File: src/rtl/decode_stage.sv
// MIPS-I ID stage: decode, branch/jump resolution with delay slot, MEM->ID
// branch forwarding, load-use / branch-operand interlocks and the ID/EX register.
module decode_stage #(
   parameter int unsigned DATA_WIDTH  = 32,
   parameter bit          BRANCH_FWD  = 1'b1,
   parameter bit          RESET_PC_WE = 1'b0
) (
   input  logic                  clk,
   input  logic                  rst,
   input  logic                  id_valid,
   input  logic [DATA_WIDTH-1:0] pc,
   input  logic [31:0]           ir,
   input  logic [DATA_WIDTH-1:0] reg_s_data,
   input  logic [DATA_WIDTH-1:0] reg_t_data,
   input  logic                  stall_in,
   input  logic                  flush_in,
   input  logic                  mem_we_fwd,
   input  logic [4:0]            mem_addr_fwd,
   input  logic [DATA_WIDTH-1:0] mem_data_fwd,
   output logic [4:0]            reg_s_addr,
   output logic [4:0]            reg_t_addr,
   output logic                  pc_we,
   output logic [DATA_WIDTH-1:0] pc_data,
   output logic                  stall_out,
   output logic                  valid_ex,
   output logic [3:0]            alu_op_ex,
   output logic                  alu_b_sel_ex,
   output logic                  mem_re_ex,
   output logic                  mem_we_ex,
   output logic                  reg_d_we_ex,
   output logic [4:0]            reg_d_addr_ex,
   output logic [DATA_WIDTH-1:0] imm_ex,
   output logic [DATA_WIDTH-1:0] reg_s_data_ex,
   output logic [DATA_WIDTH-1:0] reg_t_data_ex
);
   localparam logic [5:0] OP_R = 6'h00, OP_J = 6'h02, OP_BEQ = 6'h04, OP_BNE = 6'h05;
   localparam logic [5:0] OP_ADDI = 6'h08, OP_LW = 6'h23, OP_SW = 6'h2B;

   logic [5:0]            w_op, w_funct;
   logic [4:0]            w_rs, w_rt, w_rd;
   logic [3:0]            w_alu_op;
   logic                  w_b_sel, w_mem_re, w_mem_we, w_d_we, w_rd_rt;
   logic [4:0]            w_d_addr;
   logic                  w_d_we_eff, w_rd_rs, w_is_j, w_is_beq, w_is_bne, w_is_br;
   logic [DATA_WIDTH-1:0] w_imm, w_src_s, w_src_t, w_br_tgt, w_j_tgt;
   logic                  w_fwd_s, w_fwd_t, w_load_use, w_ex_src, w_mem_src, w_br_haz;
   logic                  w_hazard, w_taken;

   logic                  r_valid_ex, r_alu_b_sel_ex, r_mem_re_ex, r_mem_we_ex, r_reg_d_we_ex;
   logic [3:0]            r_alu_op_ex;
   logic [4:0]            r_reg_d_addr_ex;
   logic [DATA_WIDTH-1:0] r_imm_ex, r_reg_s_data_ex, r_reg_t_data_ex;

   assign w_op    = ir[31:26];
   assign w_rs    = ir[25:21];
   assign w_rt    = ir[20:16];
   assign w_rd    = ir[15:11];
   assign w_funct = ir[5:0];
   assign w_imm   = {{(DATA_WIDTH-16){ir[15]}}, ir[15:0]};

   always_comb begin
      w_alu_op = '0;
      w_b_sel  = 1'b0;
      w_mem_re = 1'b0;
      w_mem_we = 1'b0;
      w_d_we   = 1'b0;
      w_d_addr = '0;
      w_rd_rt  = 1'b0;
      case (w_op)
         OP_R: begin
            w_rd_rt  = 1'b1;
            w_d_we   = 1'b1;
            w_d_addr = w_rd;
            case (w_funct)
               6'h20:   w_alu_op = 4'd0;
               6'h22:   w_alu_op = 4'd1;
               6'h24:   w_alu_op = 4'd2;
               6'h25:   w_alu_op = 4'd3;
               6'h2A:   w_alu_op = 4'd4;
               default: begin
                  w_d_we   = 1'b0;
                  w_d_addr = '0;
               end
            endcase
         end
         OP_ADDI: begin
            w_b_sel  = 1'b1;
            w_d_we   = 1'b1;
            w_d_addr = w_rt;
         end
         OP_LW: begin
            w_b_sel  = 1'b1;
            w_mem_re = 1'b1;
            w_d_we   = 1'b1;
            w_d_addr = w_rt;
         end
         OP_SW: begin
            w_b_sel  = 1'b1;
            w_mem_we = 1'b1;
            w_rd_rt  = 1'b1;
         end
         OP_BEQ, OP_BNE: w_rd_rt = 1'b1;
         default: ;
      endcase
   end

   assign w_d_we_eff = w_d_we & (w_d_addr != '0);
   assign w_rd_rs    = (w_op != OP_J);
   assign w_is_j     = (w_op == OP_J);
   assign w_is_beq   = (w_op == OP_BEQ);
   assign w_is_bne   = (w_op == OP_BNE);
   assign w_is_br    = w_is_beq | w_is_bne;

   // MEM result bypasses the regfile for both the comparator and EX operands
   assign w_fwd_s = BRANCH_FWD & mem_we_fwd & (mem_addr_fwd == w_rs) & (w_rs != '0);
   assign w_fwd_t = BRANCH_FWD & mem_we_fwd & (mem_addr_fwd == w_rt) & (w_rt != '0);
   assign w_src_s = w_fwd_s ? mem_data_fwd : reg_s_data;
   assign w_src_t = w_fwd_t ? mem_data_fwd : reg_t_data;

   assign w_load_use = r_valid_ex & r_mem_re_ex & (r_reg_d_addr_ex != '0) &
                       ((w_rd_rs & (r_reg_d_addr_ex == w_rs)) |
                        (w_rd_rt & (r_reg_d_addr_ex == w_rt)));
   assign w_ex_src   = (r_reg_d_addr_ex == w_rs) | (r_reg_d_addr_ex == w_rt);
   assign w_mem_src  = mem_we_fwd & (mem_addr_fwd != '0) &
                       ((mem_addr_fwd == w_rs) | (mem_addr_fwd == w_rt));
   // without forwarding, an in-flight MEM write must reach the regfile first
   assign w_br_haz   = w_is_br & ((r_valid_ex & r_reg_d_we_ex & (r_reg_d_addr_ex != '0) & w_ex_src) |
                                  (!BRANCH_FWD & w_mem_src));
   assign w_hazard   = id_valid & (w_load_use | w_br_haz);

   assign w_taken  = (w_is_beq & (w_src_s == w_src_t)) | (w_is_bne & (w_src_s != w_src_t));
   assign w_br_tgt = pc + {w_imm[DATA_WIDTH-3:0], 2'b00};
   assign w_j_tgt  = {pc[DATA_WIDTH-1:28], ir[25:0], 2'b00};

   assign reg_s_addr = w_rs;
   assign reg_t_addr = w_rt;
   assign pc_data    = w_is_j ? w_j_tgt : w_br_tgt;
   assign pc_we      = rst ? RESET_PC_WE :
                       (id_valid & (w_is_j | w_taken) & !w_hazard & !stall_in & !flush_in);
   assign stall_out  = id_valid & (w_hazard | stall_in) & !flush_in & !rst;

   always_ff @(posedge clk) begin
      if (rst) begin
         r_valid_ex      <= 1'b0;
         r_alu_op_ex     <= '0;
         r_alu_b_sel_ex  <= 1'b0;
         r_mem_re_ex     <= 1'b0;
         r_mem_we_ex     <= 1'b0;
         r_reg_d_we_ex   <= 1'b0;
         r_reg_d_addr_ex <= '0;
         r_imm_ex        <= '0;
         r_reg_s_data_ex <= '0;
         r_reg_t_data_ex <= '0;
      end else if (flush_in || (!stall_in && (w_hazard || !id_valid))) begin
         // kill or bubble: data fields hold, only valid and enables drop
         r_valid_ex    <= 1'b0;
         r_mem_re_ex   <= 1'b0;
         r_mem_we_ex   <= 1'b0;
         r_reg_d_we_ex <= 1'b0;
      end else if (!stall_in) begin
         r_valid_ex      <= 1'b1;
         r_alu_op_ex     <= w_alu_op;
         r_alu_b_sel_ex  <= w_b_sel;
         r_mem_re_ex     <= w_mem_re;
         r_mem_we_ex     <= w_mem_we;
         r_reg_d_we_ex   <= w_d_we_eff;
         r_reg_d_addr_ex <= w_d_addr;
         r_imm_ex        <= w_imm;
         r_reg_s_data_ex <= w_src_s;
         r_reg_t_data_ex <= w_src_t;
      end
   end

   assign valid_ex      = r_valid_ex;
   assign alu_op_ex     = r_alu_op_ex;
   assign alu_b_sel_ex  = r_alu_b_sel_ex;
   assign mem_re_ex     = r_mem_re_ex;
   assign mem_we_ex     = r_mem_we_ex;
   assign reg_d_we_ex   = r_reg_d_we_ex;
   assign reg_d_addr_ex = r_reg_d_addr_ex;
   assign imm_ex        = r_imm_ex;
   assign reg_s_data_ex = r_reg_s_data_ex;
   assign reg_t_data_ex = r_reg_t_data_ex;
endmodule

File: config.mk
export PLATFORM = sky130hd
export DESIGN_NAME = decode_stage
export DESIGN_NICKNAME = d
export VERILOG_FILES = /design/src/rtl/decode_stage.sv
export SDC_FILE = /design/constraint.sdc
export NUM_CORES = 1
export LEC_CHECK = 0
export CAP_MARGIN = 10
export CORE_ASPECT_RATIO = 0.75
export CORE_UTILIZATION = 45
export DETAILED_ROUTE_END_ITERATION = 12
export PLACE_DENSITY_LB_ADDON = 0.25
export SETUP_SLACK_MARGIN = 0.3
export SLEW_MARGIN = 20
export SYNTH_ARGS = -nofsm -noshare
export SYNTH_HDL_FRONTEND = slang
export SYNTH_SLANG_ARGS = --single-unit
File: constraint.sdc
create_clock -name clk -period 12.7 [get_ports clk]
set_input_delay 2.54 -clock clk [delete_from_list [all_inputs] [get_ports clk]]
set_output_delay 2.54 -clock clk [all_outputs]
set_load 0.02 [all_outputs]
==> out/results.tsv, run 1 <==
metric	value	unit
Port Buffers	323	
share of layout cells above drive strength 1	2.96	%
# DRC	0	
clk sinks	93	
WP data arrival	7.65	ns
# setup viols final	0	
Buf+Inv Stages, Crit Path	3	
post-route ant nets	0	
status	completed	
Core Area	17000	µm²
first-pass GRT wire length	43100	µm
total number of vias	9050	
Worst-path clk slew	0.07	ns
worst rel slew slack	28.1	%
adder-cell area share of the yosys netlist	4.83	%
largest family of logic cells by synthesized area	compound AO/OA/AOI/OAI gates	
flops & latches, synth	93	
Setup TNS Final	0	ns
Power Density	85.2	nW/µm²
clock period minus worst slack	10.19	ns
GPL Wtd Cong	0.970	
Min-Delay Path Class	reg2reg	
Leak	4.16	nW
Critical Path RT	10.16	ns
hold_buf cts	0	
async set or reset register ratio after synthesis	0	%
r2r startpoint	reg_d_addr_ex[1]	
final wirelength	28200	µm
Worst Skew	0.0153	ns
sequential area share after synthesis	23.5	%
crit-path most repeated cell	clkdlybuf4s50_1	
Initial Utilization	46.5	%
number of buffers created by CTS	9	
Avg Vias per Cell	5.83	
syn_area_per_cell	7.40	µm²
crit path launch	ir[21]	
buffer depth of the longest clock path	2	
Die Wd	155	µm
n_diodes	0	
Final Non-Filler Cells	1552	
hold depth	2	
HPWL after DPL	21100	µm
post-synthesis mux area share	3.81	%
CTS tree	done	
initial antenna violation count	0	
Post-CTS Repair Setup Buffers	0	
vias in the first global route	7906	
Root Buffer	clkbuf_16	
Synth Net Count	1271	
peak supply drop	0.0591	mV
Critical Path Max Stage Delay	0.96	ns
r2r worst-path depth	7	
R2R Path End	reg_t_data_ex[14]	
compound-gate portion of the synthesized area	29.9	%
synth unique cells	65	
placed insts	1537	
most numerous cell in the Yosys netlist	nand2_1	
Worst-Margin Slew	1.08	ns
post-synthesis cell count	1070	
RSZ-0062 raised after global routing	false	
leading area contributor after synthesis	dfxtp_1	
Setup crit start kind	input pin	
Crit. End Element	primary output	
Die Y	117	µm
DRT iter0 DRCs	719	
WHS Endpoint	imm_ex[2]	
CTS resizes	0	
pin count of the biggest net entering global routing	110	
Cell Chain, Critical Path	clkdlybuf4s50_1, xnor2_1, nand3_1, nor3_4, buf_4, and2_1, a211oi_1, or4_1, nor4_2, and4_1, o21ai_1, a211oi_2, clkdlybuf4s50_1	
Global Route Usage Sum	30.1	%
num rows	41	
dominant cells by area after synthesis	dfxtp_1, nand2_1, a211oi_1	
post-synthesis simple-gate area fraction	21.0	%
f_max	0.0981	GHz
nets@finish	1513	
min-delay src	imm_ex[2]	
CP Class	in2out	
Final Hold Viols	0	
Detailed Routing Iterations Pass 1	5	
Slowest-stage cell, CP	and2_1	
final core occ	66.3	%
main flop type after synthesis	dfxtp_1	
crit-path max FO	87	
DR WL/cell	18.2	µm
r2r setup slk	9.79	ns
top cells by count, synth	nand2_1, nor2_1, dfxtp_1	
H-tree Lvls	3	
total power	0.961	mW
Remaining Overflow, GRT	0	
Post-synth EDFFs	0	
maxcap violations	0	
max-slew violations	0	
post-synthesis xor/xnor area fraction	8.52	%
top cell type's share of synthesized area	23.5	%
CP top delay family	simple AND/OR/NAND/NOR gates	
Layout area overhead	42.6	%
Ys Warns	0	
I/O pin cnt	325	
Cell Area, Synth	7920	µm²
worst skew pair latency	0.35	ns
fin crit share	80.3	%
die area	18100	µm²
-- cell families after synthesis --
group	count (synthesis)
AO/OA/AOI/OAI	332
adder cells (fa/ha/maj)	30
XOR/XNOR	77
buffers and inverters	141
AND/OR/NAND/NOR	366
multiplexers	30
other	1
flip-flops	93
-- worst max path at each step --
stage / to / depth (start not counted) / slack, ns
2_1_floorplan: pc_we / 12 / 4.98
3_3_place_gp: pc_we / 13 / 2.66
3_5_place_dp: pc_we / 13 / 2.53
4_1_cts: pc_we / 13 / 2.51
5_1_grt: pc_we / 13 / 2.19
6_report: pc_we / 13 / 2.51
-- placed cells by master (no fill, tap or decap), types with 5 or more instances in the layout --
master and n:
a211oi_1 58, o21ai_0 37, and2_1 6, or4_1 5, ha_1 29, xnor2_1 44
clkdlybuf4s50_1 322, a311oi_1 36, nand3_1 17, nor2_1 112, buf_4 9, nor4_1 5
a21oi_1 78, o22ai_1 10, a22oi_1 9, a21o_1 17, nor3_1 30, nand2_1 143
o221ai_1 21, nor2b_1 8, nand2b_1 7, inv_1 41, xor2_1 33, dfxtp_1 93
a31oi_1 8, mux2i_1 29, a221o_1 29, and3_1 7, a211o_1 6, clkbuf_16 9
-- where the power goes --
| group | switching, mW | internal [mW] | total, mW |
|---|---|---|---|
| sequential | 0.00853 | 0.305 | 0.313 |
| clock | 0.123 | 0.134 | 0.257 |
| combinational | 0.202 | 0.189 | 0.391 |
| total | 0.334 | 0.627 | 0.961 |
-- layer usage --
layer  wire [µm]  global-route usage (%)  vias to the layer above
li1            -                       -                     4376
met2       12100                    45.1                      427
met4         647                    8.56                        0
met1       13200                    43.5                     4207
met3        2280                    6.48                       40
met5           0                       0                        -
-- flip-flops by register name, summed over array words and instances, names as in the netlist --
name,cells
alu_b_sel_ex,1
alu_op_ex,3
imm_ex,16
mem_re_ex,1
mem_we_ex,1
reg_d_addr_ex,5
reg_d_we_ex,1
reg_s_data_ex,32
reg_t_data_ex,32
valid_ex,1
-- tightest hold or removal path: cells and delay by family (launching register included) --
kind / cells / cell delay [ns]
compound gates: 1 / 0.05
flops: 1 / 0.31
simple gates: 1 / 0.05
-- cell type report --
class,instances,area [µm²]
Sequential cell,93,1860
Inverter,41,154
Clock inverter,6,47.5
Multi-Input combinational cell,836,5420
Clock buffer,9,225
Timing Repair Buffer,331,3290
Fill cell,1526,5740
Tap cell,236,295
-- per-stage QoR --
stage	setup slack [ns]	hold WS [ns]	instance area, µm²
6_report	2.51	0.452	11300
3_5_place_dp	2.53	0.446	11000
2_1_floorplan	4.98	0.530	7920
3_3_place_gp	2.66	0.440	11000
5_1_grt	2.19	0.472	11300
4_1_cts	2.51	0.456	11300
Note: power is estimated with default switching activity, not from simulation.
==> run 2: changes to the inputs <==
--- a/config.mk
+++ b/config.mk
@@ -7,7 +7,7 @@
 export LEC_CHECK = 0
 export CAP_MARGIN = 10
 export CORE_ASPECT_RATIO = 0.75
-export CORE_UTILIZATION = 45
+export CORE_UTILIZATION = 40
 export DETAILED_ROUTE_END_ITERATION = 12
 export PLACE_DENSITY_LB_ADDON = 0.25
 export SETUP_SLACK_MARGIN = 0.3
==> constraint.sdc (replaced) <==
create_clock -name clk -period 9.1 [get_ports clk]
set_input_delay 1.82 -clock clk [delete_from_list [all_inputs] [get_ports clk]]
set_output_delay 1.82 -clock clk [all_outputs]
set_load 0.02 [all_outputs]
==> run 2 against run 1 <==
Sequential cell count did not move. Wire length rose by 2.0%. Clock-buffer cell count did not move. Largest cell class unchanged. Highest routed layer unchanged.
==> out/results.tsv, run 2 (synthesis gave the netlist of run 1 again) <==
metric	value	unit	change
worst rel slew slack	27.9	%	-0.17 points
HPWL after DPL	22000	µm	+4.4%
n_diodes	0		unchanged
fin crit share	89.0	%	
Layout area overhead	43.6	%	
Global Route Usage Sum	27.2	%	-2.9 points
most frequent cells in the layout	clkdlybuf4s50_1, nand2_1, nor2_1		
final wirelength	28800	µm	+2.0%
# DRC	0		unchanged
Port Buffers	323		unchanged
FF+latch area	1860	µm²	unchanged
CTS tree	done		
CTS resizes	0		unchanged
Crit. End Element	primary output		
Critical Path Max Stage Delay	0.92	ns	-0.04 ns
WP data arrival	6.28	ns	-1.37 ns
die area	20400	µm²	+12%
Min Hold Slack	0.457	ns	+0.00451 ns
Cell Chain, Critical Path	clkdlybuf4s50_1, xnor2_1, nand3_1, nor3_4, a221o_1, a211oi_1, or4_1, nor4_2, and4_1, o21ai_1, a211oi_2, clkdlybuf4s50_1		
status	completed		
crit-path max FO	24		-72%
Setup crit start kind	input pin		
max-slew violations	0		unchanged
crit-path most repeated cell	clkdlybuf4s50_1		
CP Class	in2out		
Power Density	118	nW/µm²	+39%
num rows	44		+7.3%
Core Area	19400	µm²	+14%
Detailed Routing Iterations Pass 1	5		unchanged
I/O pin cnt	325		unchanged
total number of vias	9036		-0.15%
Root Buffer	clkbuf_16		
Min-Delay Path Class	reg2reg		
maxcap violations	0		unchanged
Leak	4.20	nW	+0.92%
pin count of the biggest net entering global routing	94		-15%
vias in the first global route	7940		+0.43%
Avg Vias per Cell	5.73		-1.7%
min-delay src	imm_ex[1]		
Slowest-stage cell, CP	nor3_4		
final core occ	58.7	%	-7.6 points
number of buffers created by CTS	9		unchanged
buffer depth of the longest clock path	2		unchanged
Worst-path clk slew	0.07	ns	about the same
f_max	0.124	GHz	
Final Hold Viols	0		unchanged
Post-CTS Repair Setup Buffers	0		unchanged
Worst Skew	0.00658	ns	-0.00868 ns
DRT iter0 DRCs	861		+20%
hold_buf cts	0		unchanged
clk sinks	93		unchanged
# setup viols final	0		unchanged
worst skew pair latency	0.35	ns	about the same
crit path launch	ir[17]		
Final Non-Filler Cells	1577		+1.6%
nets@finish	1521		+0.53%
H-tree Lvls	3		unchanged
DR WL/cell	18.2	µm	+0.39%
share of layout cells above drive strength 1	3.55	%	+0.59 points
total power	1.35	mW	+40%
first-pass GRT wire length	43300	µm	+0.32%
Die Wd	164	µm	+6.0%
RSZ-0062 raised after global routing	false		
Initial Utilization	40.9	%	-5.6 points
clock period minus worst slack	8.10	ns	
Worst-Margin Slew	1.08	ns	-0.000882 ns
peak supply drop	0.0813	mV	+38%
placed insts	1562		+1.6%
leading cell type in the layout, fill and taps excluded	clkdlybuf4s50_1		
Setup TNS Final	0	ns	unchanged
r2r startpoint	reg_d_addr_ex[1]		
Remaining Overflow, GRT	0		unchanged
Critical Path RT	7.28	ns	-2.88 ns
Die Y	124	µm	+6.0%
FILL cells	1752		+15%
initial antenna violation count	0		unchanged
GPL Wtd Cong	0.937		-3.4%
multi-input logic area	5420	µm²	unchanged
post-route ant nets	0		unchanged
run 2: changes by cell type in the layout (fill, tap and decap cells not counted), sizes merged:
cell,change
buf,+8
clkinv,+1
inv,-1
run 2: critical path, delay by kind of cell:
kind	cells	cell delay, ns
buffers and inverters	2	1.22
AOI/OAI and AO/OA	4	0.65
xor gates and xnor gates	1	0.26
and+or+nand+nor	5	2.30
run 2: final cells by class:
type,instances,area share (%)
Clock inverter,6,0.418
Sequential cell,93,16.4
Tap cell,253,2.78
Inverter,41,1.35
Timing Repair Buffer,339,29.5
Multi-Input combinational cell,836,47.6
Clock buffer,9,1.98
run 2: final timing paths:
check                                    endpoint  slack, ns  cells past startpoint
worst min register to register          imm_ex[1]       0.46                      2
worst min-delay path                    imm_ex[1]       0.46                      2
worst max-delay path                        pc_we       1.00                     12
worst max register to register  reg_s_data_ex[10]       6.29                      7
run 2: routing by layer:
layer  up-vias  GRT usage [%]  part of all wire [%]
met5         -              0                     0
met4         0           6.36                   1.8
met3        36           4.73                   8.3
met2       427           41.7                    43
met1      4160           39.5                    47
li1       4413              -                     -
run 2: report_power, final:
group	switching, mW	total, mW	internal (mW)	leakage (nW)
clock	0.176	0.362	0.186	0.132
sequential	0.0121	0.437	0.425	0.759
combinational	0.283	0.548	0.264	3.30
total	0.471	1.35	0.876	4.20
run 2: stage by stage:
step           worst slack (ns)  area, µm²
6_report                   1.00      11400
5_1_grt                   0.799      11400
4_1_cts                    1.01      11400
3_5_place_dp              0.995      11100
3_3_place_gp               1.08      11100
2_1_floorplan              2.82       7920
==> run 3: changes to the inputs <==
--- a/config.mk
+++ b/config.mk
@@ -7,6 +7,7 @@
 export LEC_CHECK = 0
 export CAP_MARGIN = 10
 export CORE_ASPECT_RATIO = 0.75
+export CORE_MARGIN = 3
 export CORE_UTILIZATION = 40
 export DETAILED_ROUTE_END_ITERATION = 12
 export PLACE_DENSITY_LB_ADDON = 0.25
==> run 3 against run 2 <==
Cell count down 0.44%. Fmax up 0.85%. Cell area up 0.53%. First-iteration DRC count up 9.8%. Wire length up 3.9%.
==> out/results.tsv, run 3 (synthesis gave the netlist of run 1 again) <==
metric	value	unit	change
status	completed		
share of layout cells above drive strength 1	3.40	%	-0.15 points
WP data arrival	6.21	ns	-0.07 ns
worst skew pair latency	0.36	ns	about the same
worst rel slew slack	34.2	%	+6.2 points
min-delay src	imm_ex[5]		
post-route ant nets	0		unchanged
crit-path max FO	19		-21%
Critical Path Max Stage Delay	0.64	ns	-0.28 ns
Die Y	128	µm	+3.2%
f_max	0.125	GHz	+0.85%
Critical Path RT	7.28	ns	about the same
multi-input logic area	5420	µm²	+0.16%
total power	1.41	mW	+4.5%
R2R Path End	reg_s_data_ex[10]		
most frequent cells in the layout	clkdlybuf4s50_1, nand2_1, nor2_1		
CP Class	in2out		
DR WL/cell	19.0	µm	+4.4%
Die Wd	168	µm	+2.4%
GPL Wtd Cong	0.882		-5.9%
max-slew violations	0		unchanged
initial antenna violation count	1		+1
Setup crit start kind	input pin		
clock period minus worst slack	8.03	ns	-0.0685 ns
Worst Skew	0.00620	ns	-0.000388 ns
Worst-Margin Slew	0.982	ns	-0.0959 ns
leading cell type in the layout, fill and taps excluded	clkdlybuf4s50_1		
r2r setup slk	6.09	ns	-0.20 ns
CTS resizes	0		unchanged
buffer depth of the longest clock path	2		unchanged
hold_buf cts	0		unchanged
number of buffers created by CTS	9		unchanged
DRT iter0 DRCs	945		+9.8%
WHS Endpoint	imm_ex[5]		
Min Hold Slack	0.457	ns	-0.000116 ns
H-tree Lvls	3		unchanged
Global Route Usage Sum	26.4	%	-0.85 points
Leak	4.22	nW	+0.55%
peak supply drop	0.0663	mV	-19%
Worst-path clk slew	0.07	ns	about the same
final wirelength	29900	µm	+3.9%
FF+latch area	1860	µm²	unchanged
final instance area	11400	µm²	+0.53%
Detailed Routing Iterations Pass 1	5		unchanged
placed instance area	11100	µm²	about the same
num rows	43		-2.3%
crit-path most repeated cell	clkdlybuf4s50_1		
Core Area	18900	µm²	-2.3%
die area	21500	µm²	+5.7%
Remaining Overflow, GRT	0		unchanged
clk sinks	93		unchanged
Initial Utilization	41.8	%	+0.95 points
I/O pin cnt	325		unchanged
Layout area overhead	44.4	%	
HPWL after DPL	22500	µm	+2.6%
fin crit share	88.2	%	-0.75 points
RSZ-0062 raised after global routing	false		
Power Density	123	nW/µm²	+3.9%
Slowest-stage cell, CP	or3_1		
CTS tree	done		
maxcap violations	0		unchanged
# setup viols final	0		unchanged
nets@finish	1520		-0.066%
Min-Delay Path Class	reg2reg		
Root Buffer	clkbuf_16		
r2r worst-path depth	7		unchanged
Setup TNS Final	0	ns	unchanged
Final Hold Viols	0		unchanged
Post-CTS Repair Setup Buffers	0		unchanged
Cell Chain, Critical Path	clkdlybuf4s50_1, or4_4, a21oi_4, or3_1, buf_4, o221ai_1, a211oi_1, nor4_1, and4_1, a31oi_1, o21ai_1, a211oi_2, clkdlybuf4s50_1		
n_diodes	0		unchanged
vias in the first global route	8265		+4.1%
# DRC	0		unchanged
first-pass GRT wire length	45900	µm	+6.1%
FILL cells	1724		-1.6%
Avg Vias per Cell	5.77		+0.77%
Crit. End Element	primary output		
r2r startpoint	reg_d_addr_ex[1]		
pin count of the biggest net entering global routing	149		+59%
hold depth	2		unchanged
total number of vias	9065		+0.32%
Port Buffers	323		unchanged
==> run 3: changes by cell type in the layout (fill, tap and decap cells not counted) <==
| cell | change |
|---|---|
| buf_4 | -3 |
| bufinv_16 | +2 |
| clkbuf_1 | +1 |
| clkinv_2 | -1 |
| inv_6 | -1 |
| nor4b_4 | +1 |
| clkinv_4 | -1 |
| nor4b_2 | -1 |
| buf_12 | +2 |
==> run 3: final cells by class <==
cell class	count	area share [%]
repair buffers	338	29.5
multi-input cells	836	47.4
clock inverters	5	0.744
well taps	247	2.70
clock buffers	10	2.00
inverters	41	1.35
flip-flops and latches	93	16.3
==> run 3: how the worst max path moves through the flow <==
stage	startpoint	slack, ns	cells after the start	end
finish	ir[19]	1.07	13	pc_we
global route	ir[23]	0.85	12	pc_we
CTS	ir[23]	1.07	12	pc_we
floorplan	ir[24]	2.82	12	pc_we
global placement	ir[23]	1.11	12	pc_we
detailed placement	ir[23]	1.07	12	pc_we
==> run 3: metal layers <==
metal  share of wire, %  wire, µm  GRT usage (%)  vias up
li1                   -         -              -     4402
met1                 45     13500           37.9     4185
met2                 43     12800           39.4      428
met3                9.4      2820           6.23       48
met4                2.4       728           7.74        2
met5              0.044        13              0        -
==> run 3: where the power goes <==
group | internal, mW | leakage, nW | switching [mW]
Sequential | 0.425 | 0.759 | 0.0116
Clock | 0.241 | 0.149 | 0.179
Combinational | 0.265 | 3.31 | 0.285
Total | 0.932 | 4.22 | 0.476
==> run 3: worst max-delay path, delay by kind of cell <==
family	cells	cell delay [ns]
compound gates	6	1.31
buf+inv	3	1.49
simple gates	4	1.55
==> run 3: through the flow <==
stage	instances	setup WS [ns]	utilization [%]
after CTS	1570	1.07	60.3
after detailed placement	1555	1.07	58.7
after global placement	1555	1.11	58.7
final	1570	1.07	60.4
after global routing	1570	0.848	60.4
after floorplan	1070	2.82	-
==> RTL edit 1: new RTL, flow settings as in run 3 <==
Set the parameter `BRANCH_FWD` to 1'b0 (it was 1'b1).
--- a/src/rtl/decode_stage.sv
+++ b/src/rtl/decode_stage.sv
@@ -2,7 +2,7 @@
 // branch forwarding, load-use / branch-operand interlocks and the ID/EX register.
 module decode_stage #(
    parameter int unsigned DATA_WIDTH  = 32,
-   parameter bit          BRANCH_FWD  = 1'b1,
+   parameter bit          BRANCH_FWD  = 1'b0,
    parameter bit          RESET_PC_WE = 1'b0
 ) (
    input  logic                  clk,
Behaviour: not the same (Yosys sat finds a counterexample within 4 cycles, from zero or initial values and one cycle with rst high).
==> RTL edit 1 against run 3 <==
Via count shrank 33%; worst setup slack gained 0.66 ns; cell area shrank 19%; clock power shrank 4%; synthesized area shrank 22%; total power shrank 9.2%; global-route usage shrank 3.8 points; routed wire length shrank 33%; cell count shrank 25%; combinational power shrank 19%; sequential cell count is the same; register-to-register slack lost 0.32 ns; count of clock-buffer cells in the layout shrank 1.
==> RTL edit 1: results (changes against run 3) <==
- P_clk: 0.000405 W (-4%)
- M1 GR Usage: 31.2% (-6.7 points)
- Total GRT Usage: 22.6% (-3.8 points)
- Clock Power Share: 31.7% (+1.8 points)
- Placement Cell Area: 8970 sq um (-19%)
- P_seq: 0.000429 W (-2%)
- Library cells used by synthesis: 54 (-17%)
- RD Place Congestion: 0.898 (+1.9%)
- Worst setup startpoint: ir[0]
- DRT iter0 DRCs: 322 (-66%)
- Top delay family on crit path: compound AO/OA/AOI/OAI gates
- Worst flop-to-flop path startpoint: reg_d_addr_ex[2]
- DR top layer: met4
- Worst slack, placed: 1.75 ns (+0.677 ns)
- Hold EP: alu_op_ex[0]
- Filler cells: 1293 (-25%)
- Hold path startpoint: alu_op_ex[0]
- Drt pass-1 iters: 5 (unchanged)
- Maximum vdd ir drop: 0.0000829 V (+25%)
- Crit path max fanout: 6 (-13)
- Clock skew: 0.0128 ns (+0.00662 ns)
- Vias in the first global route: 5733 (-31%)
- Worst hold slack: 0.461 ns (+0.00417 ns)
- Ranking of synthesized cells by area: dfxtp_1 (30%), mux2i_1 (14%), xnor2_1 (8.1%)
- Leak: 3.96 nW (-6.0%)
- First-pass GRT wire length: 30600 um (-33%)
- Layout cells sized above 1: 3.05% (-0.35 points)
- Sequential element share of the synthesized area: 30.3% (+6.8 points)
- Met2 global-route usage: 35.7% (-3.7 points)
- Finished Cell Area: 9280 sq um (-19%)
- R2R cell count: 10 (+3)
- Port bufs: 291 (-9.9%)
- RR Endpoint: reg_s_data_ex[27]
- WL/cell: 17.0 um (-11%)
- Met2 Routed Length: 9050 um (-29%)
- GRT met3 Usage: 6.04% (-0.18 points)
- CP max-delay cell: clkdlybuf4s50_1
- Met3 Routed Length: 1420 um (-50%)
- Outcome: finished, final reports clean
- Final wirelength: 20100 um (-33%)
- Antenna violations before repair: 0 (-1)
- Worst Tran Pin Value: 1.00 ns (+0.0214 ns)
- Largest net degree at the start of global routing: 92 (-38%)
- Met1 WL: 9330 um (-31%)
- Worst EP arrival: 5.55 ns (-0.66 ns)
[RTL edit 1: area by class of cell]
cell class	count	share of cell area, %
Clock inverter	7	0.957
Multi-Input combinational cell	565	41.6
Timing Repair Buffer	297	31.8
Clock buffer	9	2.43
Tap cell	200	2.70
Sequential cell	93	20.1
Inverter	11	0.445
[RTL edit 1: cells by family (layout without fill, tap and decap cells)]
| kind of cell | count (synthesis) | in the layout | share of synthesized area [%] |
|---|---|---|---|
| buf+inv | 71 | 324 | 6.84 |
| xor+xnor | 78 | 78 | 11.1 |
| simple gates | 230 | 230 | 16.9 |
| mux | 83 | 83 | 13.5 |
| flops | 93 | 93 | 30.3 |
| compound gates | 143 | 143 | 15.0 |
| other cells | 1 | 1 | 0.0610 |
| fa+ha+maj | 30 | 30 | 6.23 |
[RTL edit 1: worst max path at each step]
stage / endpoint / cells past startpoint
floorplan: pc_data[30] / 10
global placement: pc_data[28] / 12
detailed placement: pc_data[28] / 12
CTS: pc_data[28] / 12
global route: pc_data[30] / 11
finish: pc_data[28] / 12
==> RTL edit 2: new RTL, config.mk and constraints of run 3 <==
Made on the original files. Make the reset (`rst`) asynchronous in one clocked block.
--- a/src/rtl/decode_stage.sv
+++ b/src/rtl/decode_stage.sv
@@ -139,7 +139,7 @@
                        (id_valid & (w_is_j | w_taken) & !w_hazard & !stall_in & !flush_in);
    assign stall_out  = id_valid & (w_hazard | stall_in) & !flush_in & !rst;
 
-   always_ff @(posedge clk) begin
+   always_ff @(posedge clk or posedge rst) begin
       if (rst) begin
          r_valid_ex      <= 1'b0;
          r_alu_op_ex     <= '0;
Check against the original RTL: differs if rst is asserted again (counterexample within 4 cycles, from zero or initial values and one cycle with rst high); with rst held inactive, the same outputs for 4 cycles.
==> RTL edit 2 against run 3 <==
Sequential cell count unchanged; synthesized area decreased by 0.16%; routed wire length decreased by 6.3%; worst setup slack improved by 0.27 ns; total power increased by 20%; cell area decreased by 1.0%; clock power decreased by 9.3%; sequential share of layout area increased by 4.3 points.
==> RTL edit 2: results (changes against run 3) <==
- Hold path startpoint: mem_we_ex
- Leak: 4.58 nW (+8.5%)
- Worst flop-to-flop path startpoint: reg_d_addr_ex[2]
- Library cells used by synthesis: 64 (-1.5%)
- Synth Area in Adders: 4.84% (+0.0077 points)
- Syn nets: 1211 (-4.7%)
- Layout cells sized above 1: 5.17% (+1.8 points)
- Detail Placement HPWL: 21400 um (-4.9%)
- Mapped Cells: 1010 (-5.6%)
- Outcome: finished, final reports clean
- Slew headroom: 36.2% (+2.1 points)
- Xor/xnor share of the synthesized area: 8.20% (-0.32 points)
- Multiplexer share of the synthesized area: 2.96% (-0.85 points)
- Hold path cells: 1 (-1)
- Vias in the first global route: 7915 (-4.2%)
- R2R Setup Slk: 5.73 ns (-0.36 ns)
- Area fraction in compound gates after synthesis: 26.8% (-3.1 points)
- CP max-delay cell: clkdlybuf4s50_1
- Ranking of synthesized cells by area: dfrtp_1 (29%), nand2_1 (8.0%), a31oi_1 (5.4%)
- DRT iter0 DRCs: 688 (-27%)
- Ys flop type: dfrtp_1
- Largest net degree at the start of global routing: 75 (-50%)
- Sequential element share of the synthesized area: 29.4% (+5.9 points)
- First-pass GRT wire length: 43900 um (-4.4%)
- R2R cell count: 9 (+2)
- Hold EP: mem_we_ex
- Via/cell ratio: 5.59 (-3.1%)
RTL edit 2: through the flow:
step	cell area, sq um	utilization, %	hold slack, ns	setup slack (ns)	power, W
after global routing	11300	59.7	0.508	1.06	0.00177
after floorplan	7910	-	0.610	2.92	0.000937
after global placement	11000	58.2	0.477	1.39	0.00130
after detailed placement	11000	58.2	0.481	1.33	0.00131
after CTS	11300	59.7	0.498	1.32	0.00170
final	11300	59.7	0.493	1.34	0.00169
RTL edit 2: kinds of logic (layout without fill, tap and decap cells):
family / Yosys count / in the layout
adders and majority gates: 30 / 30
AOI/OAI and AO/OA: 320 / 320
xor gates and xnor gates: 74 / 74
DFF: 93 / 93
muxes: 21 / 21
other: 1 / 2
and+or+nand+nor: 347 / 347
buffers and inverters: 124 / 391
RTL edit 2: worst max-delay path by stage:
| stage | start | endpoint | depth (start not counted) |
|---|---|---|---|
| after global placement | ir[19] | pc_we | 12 |
| after detailed placement | ir[19] | pc_we | 12 |
| after floorplan | pc[2] | pc_data[30] | 13 |
| final | ir[19] | pc_we | 12 |
| after CTS | ir[19] | pc_we | 12 |
| after global routing | ir[19] | pc_we | 12 |
RTL edit 2: worst reg2reg max path, stage by stage (launching register included):
cell and delay, ns:
dfrtp_1 0.46, xor2_1 0.19, nor3_1 0.07, nand3_1 0.14, o32ai_1 0.12, a32o_1 0.25, a31oi_1 0.24, and3b_4 0.86
buf_4 0.53, mux2_2 0.40
RTL edit 2: final cells by class:
type | instances | area [sq um]
multi-input combinational | 793 | 4910
timing repair buffer | 335 | 3320
tap | 247 | 309
inverter | 40 | 153
clock buffer | 10 | 239
clock inverter | 6 | 51.3
sequential | 93 | 2330
antenna | 1 | 2.50
fill | 1733 | 7620
RTL edit 2: routing by layer:
layer / vias up / wire, um / global-route usage, %
met4: 0 / 516 / 5.87
met5: - / 0 / 0
met3: 31 / 2160 / 4.99
met2: 356 / 12600 / 39.1
met1: 4006 / 12800 / 36.5
li1: 4135 / - / -
RTL edit 2: where the power goes:
| group | switching (W) | internal, W |
|---|---|---|
| clock network | 0.000183 | 0.000199 |
| logic | 0.000396 | 0.000381 |
| registers | 0.0000467 | 0.000480 |
| total | 0.000625 | 0.00106 |
